`src/rtl/store_buffer_pkg.sv`:
```
// Shared definitions for the MEM-stage store buffer.
//   STORE_TYPE_SIZE : width of the store-type field carried with each store
//   ST_WORD/HALF/BYTE : store-type codes as issued by the decoder
//   SB_DEPTH        : default number of buffer entries
package store_buffer_pkg;

    localparam int STORE_TYPE_SIZE = 2;

    localparam logic [STORE_TYPE_SIZE-1:0] ST_WORD = 2'd0;
    localparam logic [STORE_TYPE_SIZE-1:0] ST_HALF = 2'd1;
    localparam logic [STORE_TYPE_SIZE-1:0] ST_BYTE = 2'd2;

    localparam int SB_DEPTH = 4;

endpackage

```
`src/rtl/sb_match.sv`:
```
// Age-priority matcher for the store buffer load lookup.
// Ports:
//   valid     : per-entry valid bits
//   word_addr : per-entry word address (byte address [31:2])
//   st_type   : per-entry store type
//   head      : index of the oldest entry
//   ld_word   : word address of the load being looked up
//   hit       : youngest match is a full-word store (forwardable)
//   conflict  : youngest match is a narrower store (load must stall)
//   idx       : index of the youngest matching entry
module sb_match
    import store_buffer_pkg::*;
#(
    parameter int DEPTH = SB_DEPTH,
    parameter int PTR_W = 2
) (
    input  logic [DEPTH-1:0]                      valid,
    input  logic [DEPTH-1:0][29:0]                word_addr,
    input  logic [DEPTH-1:0][STORE_TYPE_SIZE-1:0] st_type,
    input  logic [PTR_W-1:0]                      head,
    input  logic [29:0]                           ld_word,
    output logic                                  hit,
    output logic                                  conflict,
    output logic [PTR_W-1:0]                      idx
);

    logic             found;
    logic [PTR_W-1:0] pos;

    // Walk from oldest (head) to youngest; a later match overrides an
    // earlier one, so the final winner is the youngest matching store.
    // Valid entries are contiguous from head, so this order is age order.
    always_comb begin
        found = 1'b0;
        idx   = '0;
        pos   = '0;
        for (int k = 0; k < DEPTH; k++) begin
            pos = head + PTR_W'(k);
            if (valid[pos] && (word_addr[pos] == ld_word)) begin
                found = 1'b1;
                idx   = pos;
            end
        end
        hit      = found && (st_type[idx] == ST_WORD);
        conflict = found && (st_type[idx] != ST_WORD);
    end

endmodule

```
`src/rtl/store_buffer.sv`:
```
// Posted-write store buffer between the EX/MEM register and data memory.
// Stores are queued in program order and drained one per cycle whenever the
// data memory write port is free; same-stage loads are forwarded from the
// youngest full-word match or stalled on a narrower overlapping store.
// Ports:
//   Clock, Reset (async, active-low)
//   St_*  : store request in, St_Ready back-pressure out
//   Ld_*  : load lookup in, hit/forwarded data/conflict out
//   DM_*  : head entry presented to the data memory, DM_Ready handshake in
//   Empty : no pending stores
module store_buffer
    import store_buffer_pkg::*;
#(
    parameter int DEPTH = SB_DEPTH,
    parameter int PTR_W = 2
) (
    input  logic                       Clock,
    input  logic                       Reset,
    input  logic                       St_Valid,
    input  logic [31:0]                St_Addr,
    input  logic [31:0]                St_Data,
    input  logic [STORE_TYPE_SIZE-1:0] St_Type,
    input  logic [31:0]                St_WPC,
    output logic                       St_Ready,
    input  logic                       Ld_Valid,
    input  logic [31:0]                Ld_Addr,
    output logic                       Ld_Hit,
    output logic [31:0]                Ld_Data,
    output logic                       Ld_Conflict,
    output logic                       DM_Write,
    output logic [31:0]                DM_Addr,
    output logic [31:0]                DM_WD,
    output logic [STORE_TYPE_SIZE-1:0] DM_StoreType,
    output logic [31:0]                DM_WPC,
    input  logic                       DM_Ready,
    output logic                       Empty
);

    logic [DEPTH-1:0][31:0]                addr_q;
    logic [DEPTH-1:0][31:0]                data_q;
    logic [DEPTH-1:0][31:0]                wpc_q;
    logic [DEPTH-1:0][STORE_TYPE_SIZE-1:0] type_q;
    logic [DEPTH-1:0]                      valid_q;
    logic [DEPTH-1:0][29:0]                word_addr;

    logic [PTR_W-1:0] head;
    logic [PTR_W-1:0] tail;
    logic [PTR_W:0]   count;

    logic             push;
    logic             pop;
    logic             m_hit;
    logic             m_conflict;
    logic [PTR_W-1:0] m_idx;

    // Byte offset is irrelevant: matching is at word granularity.
    logic unused_ld_lsb;
    assign unused_ld_lsb = ^Ld_Addr[1:0];

    // Full/empty come from count only; head == tail is ambiguous.
    assign Empty    = (count == '0);
    assign St_Ready = (count != (PTR_W+1)'(DEPTH));
    assign DM_Write = !Empty;

    assign push = St_Valid && St_Ready;
    assign pop  = DM_Write && DM_Ready;

    assign DM_Addr      = addr_q[head];
    assign DM_WD        = data_q[head];
    assign DM_StoreType = type_q[head];
    assign DM_WPC       = wpc_q[head];

    always_ff @(posedge Clock or negedge Reset) begin
        if (!Reset) begin
            head    <= '0;
            tail    <= '0;
            count   <= '0;
            valid_q <= '0;
        end else begin
            if (push) tail <= tail + 1'b1;
            if (pop)  head <= head + 1'b1;
            case ({push, pop})
                2'b10:   count <= count + 1'b1;
                2'b01:   count <= count - 1'b1;
                default: ;
            endcase
            // push and pop never target the same slot: that would need
            // head == tail with the buffer both non-empty and non-full.
            if (pop)  valid_q[head] <= 1'b0;
            if (push) valid_q[tail] <= 1'b1;
        end
    end

    // Payload storage carries no reset; valid_q qualifies every use.
    always_ff @(posedge Clock) begin
        if (push) begin
            addr_q[tail] <= St_Addr;
            data_q[tail] <= St_Data;
            type_q[tail] <= St_Type;
            wpc_q[tail]  <= St_WPC;
        end
    end

    always_comb begin
        for (int i = 0; i < DEPTH; i++) begin
            word_addr[i] = addr_q[i][31:2];
        end
    end

    // Lookup sees registered entries only, including one being popped this
    // cycle, since its memory write lands on the same edge as the load.
    sb_match #(
        .DEPTH (DEPTH),
        .PTR_W (PTR_W)
    ) u_match (
        .valid     (valid_q),
        .word_addr (word_addr),
        .st_type   (type_q),
        .head      (head),
        .ld_word   (Ld_Addr[31:2]),
        .hit       (m_hit),
        .conflict  (m_conflict),
        .idx       (m_idx)
    );

    assign Ld_Hit      = Ld_Valid && m_hit;
    assign Ld_Conflict = Ld_Valid && m_conflict;
    assign Ld_Data     = Ld_Hit ? data_q[m_idx] : 32'd0;

endmodule

```
`config.mk`:
```
export PLATFORM = sky130hd
export DESIGN_NAME = store_buffer
export DESIGN_NICKNAME = d
export VERILOG_FILES = /design/src/rtl/store_buffer_pkg.sv /design/src/rtl/sb_match.sv /design/src/rtl/store_buffer.sv
export SDC_FILE = /design/constraint.sdc
export NUM_CORES = 1
export LEC_CHECK = 0
export BUFFER_PORTS_ARGS = -buffer_cell sky130_fd_sc_hd__buf_4
export CORE_ASPECT_RATIO = 0.8
export CORE_MARGIN = 3
export CORE_UTILIZATION = 27
export CTS_BUF_LIST = sky130_fd_sc_hd__clkbuf_4 sky130_fd_sc_hd__clkbuf_8 sky130_fd_sc_hd__clkbuf_16
export CTS_CLUSTER_DIAMETER = 80
export DETAILED_ROUTE_END_ITERATION = 8
export MAX_ROUTING_LAYER = met4
export PLACE_DENSITY = 0.54
export SKIP_LAST_GASP = 1
export SLEW_MARGIN = 20
export SYNTH_ARGS = -nofsm -noshare
export SYNTH_HDL_FRONTEND = slang
export SYNTH_HIERARCHICAL = 1
export SYNTH_SLANG_ARGS = --single-unit
```
`constraint.sdc`:
```
create_clock -name Clock -period 13.9 [get_ports Clock]
set_input_delay 2.085 -clock Clock [delete_from_list [all_inputs] [get_ports Clock]]
set_output_delay 2.085 -clock Clock [all_outputs]
set_load 0.01 [all_outputs]
```
==> results.md <==
- Run status: finished clean
- Commonest cells post-synth: edfxtp_1, mux4_2, mux2i_1, xnor2_1
- Largest net degree at the start of global routing: 119
- Synth unique cells: 81
- Worst slew pin tran: 0.991 ns
- Area contributors post-synth: edfxtp_1, mux4_2, mux2i_1, xnor2_1, dfrtp_1
- Clock tree from TritonCTS: yes
- Core area: 77,500 µm²
- Clock period minus worst slack: 9.53 ns
- IO Count: 270
- Post-DP HPWL: 48.2 mm
- Share of cells above drive strength 1: 36.8%
- CP max stage delay: 0.90 ns
- Synth Warn #: 6
- Die height: 257 µm
- Synth top area share: 55.3%
- Overflow left after global routing: 0
- Crit path kind: reg -> out
- Critical path required time: 11.81 ns
- Worst-path clk slew: 0.06 ns
- Clk buf depth: 3
- Worst reg2reg path endpoint: data_q[74]$_DFFE_PP_
- Final design utilization: 33.3%
- Reg-to-reg slack, setup: 10.91 ns
- Die area: 82,300 µm²
- DIE WIDTH: 320 µm
- R2R depth: 5
- Num CTS Buffers: 47
- Antenna viol nets, final: 0
- Post-CTS Resized: 0
- Ys flop type: edfxtp_1
- TritonCTS Sinks: 403
- Final worst setup slack: 4.37 ns
- Clock Skew: 0.0239 ns
- Synth Register Bits: 403
- Hold Path Origin: count[2]$_DFFE_PN0P_
- Clock latency on the worst-skew pair: 0.60 ns
- Routed via count: 13,174
- H-tree depth: 2
- Hold Vio Cnt, Final: 0
- Final Max Slew Viols: 0
- Ys async rst share: 2.73%
- Final Wtd Congestion: 0.913
- FP Rows: 91
- Sequential-to-total area share from yosys stat: 56.6%
- Place WS: 4.86 ns
- Hold path depth: 1
- Drt pass-1 iters: 5
- CP most frequent cell: buf_4
- Setup Buffers After CTS: 0
- Final period utilization: 68.5%
- Initial antenna violation count: 9
- Yosys top cell by area: edfxtp_1
- Final #Nets: 1,672
- Setup TNS: 0 ns
- Mapped Area: 21,300 µm²
- Power per cell area: 218 nW/µm²
- CTS Hold Buffers Added: 0
- CP max stage cell: dfrtp_4
- First-pass GRT wire length: 97.1 mm
- Worst VDD drop: 122 µV
- Tot GR Track Use: 16.6%
- Post-Syn Area per Cell: 16.5 µm²
- Post-synth EDFFs: 392
- Startpoint class of the critical path: flop
- R2R Path Start: count[0]$_DFFE_PN0P_
- Syn Nets: 1,436
- Routed wire per std cell: 26.2 µm
- Final setup violation count: 0
- Crit. End Element: output pin
- Root buf cell: clkbuf_16
- # DRC: 0
- Initial Util: 27.4%
- Cells after synthesis: 1,291
- MaxCap Viol Count: 0
- IO Port Bufs: 267
- Cell leakage power: 8.83 nW
- Area delta synth->final: 21.2%
- Worst-path cell chain: buf_4 > buf_4 > mux4_2 > xor2_1 > nor2_1 > o211ai_1 > nor4_4 > o21a_1 > mux2_2 > a22oi_1 > mux2_4 > and2_1 > nand2_2 > nor2b_1 > buf_4
- Hold Crit Class: reg -> reg
- Hold Crit Endpoint: count[2]$_DFFE_PN0P_
- Arr. time, crit path: 7.44 ns
- Max FO, Critical Path: 46
- Initial drt markers: 1,160
- Worst slew margin relative to its limit: 32.2%
- RSZ-0062 raised after global routing: no
- Fmax: 0.105 GHz
- Routed vias/inst: 5.08
- Most frequent cell after synthesis: edfxtp_1
- Post-Route WL: 67.8 mm
- Vias in the first global route: 13,663
-- kinds of logic after synthesis --
family                   Yosys count  share of synthesized area (%)
buffers and inverters            126                           3.23
AND/OR/NAND/NOR                  198                           5.20
adder cells (fa/ha/maj)           10                          0.623
flip-flops                       403                           56.6
multiplexers                     299                           24.6
XOR/XNOR                          96                           3.95
AO/OA/AOI/OAI                    159                           5.77
-- where the power goes --
group	switching [W]	leakage (nW)	internal (W)	total, W
Sequential	0.000177	3.72	0.00162	0.00180
Combinational	0.00139	4.33	0.00116	0.00254
Clock	0.000515	0.783	0.000763	0.00128
Total	0.00208	8.83	0.00354	0.00562
-- critical path, delay by kind of cell (launching register included) --
kind            cells  cell delay [ns]
compound gates      3             0.64
mux                 3             1.14
xor+xnor            1             0.22
simple gates        5             1.95
flops               1             0.90
buf+inv             3             1.84
-- sequential cells by signal, indices dropped and copies added, names as in the netlist --
signal	count
type_q	8
wpc_q	128
count	3
valid_q	4
addr_q	128
tail	2
head	2
data_q	128
-- cell type report --
cell class / instances / area [µm²]
Fill cell: 7511 / 51700
Sequential cell: 403 / 12100
Multi-Input combinational cell: 762 / 8570
Timing Repair Buffer: 285 / 2150
Tap cell: 1023 / 1280
Clock buffer: 55 / 1250
Clock inverter: 29 / 358
Inverter: 28 / 105
Antenna cell: 8 / 20.0
-- through the flow --
stage          cells  instance area, µm²  hold slack [ns]  total power (W)
6_report        2593               25800            0.535          0.00562
5_1_grt         2593               25800            0.564          0.00591
4_1_cts         2585               25800            0.540          0.00570
3_5_place_dp    2501               24200            0.533          0.00440
3_3_place_gp    2501               24200            0.509          0.00438
2_1_floorplan   1291               21300            0.482          0.00346
-- worst max path at each step --
stage	startpoint	to	slack, ns	depth (start not counted)
2_1_floorplan	Ld_Addr[7]	Ld_Data[10]	6.59	14
3_3_place_gp	head[0]$_DFFE_PN0N_	Ld_Data[14]	4.86	15
3_5_place_dp	head[0]$_DFFE_PN0N_	Ld_Data[14]	4.86	15
4_1_cts	head[0]$_DFFE_PN0N_	Ld_Data[14]	4.16	15
5_1_grt	head[0]$_DFFE_PN0N_	Ld_Data[14]	3.86	15
6_report	head[0]$_DFFE_PN0N_	Ld_Data[21]	4.37	15
-- placed cells by master (no fill, tap or decap), drive strengths merged, types with 12 or more instances in the layout --
cell    count
a21oi      23
and2       14
buf       285
clkbuf     55
clkinv     18
edfxtp    392
inv        29
mux2       16
mux2i     105
mux4      178
nand2      38
nand4      12
nor2       32
nor2b      37
o21ai      13
o221ai     12
xnor2      76
xor2       20
-- layer usage --
| layer | track usage [%] | part of all wire [%] |
|---|---|---|
| met2 | 25.4 | 46 |
| met5 | - | 0 |
| met3 | 4.43 | 7.0 |
| met1 | 22.2 | 45 |
| met4 | 4.04 | 2.0 |
No activity file was read; power rests on OpenSTA's default activity.
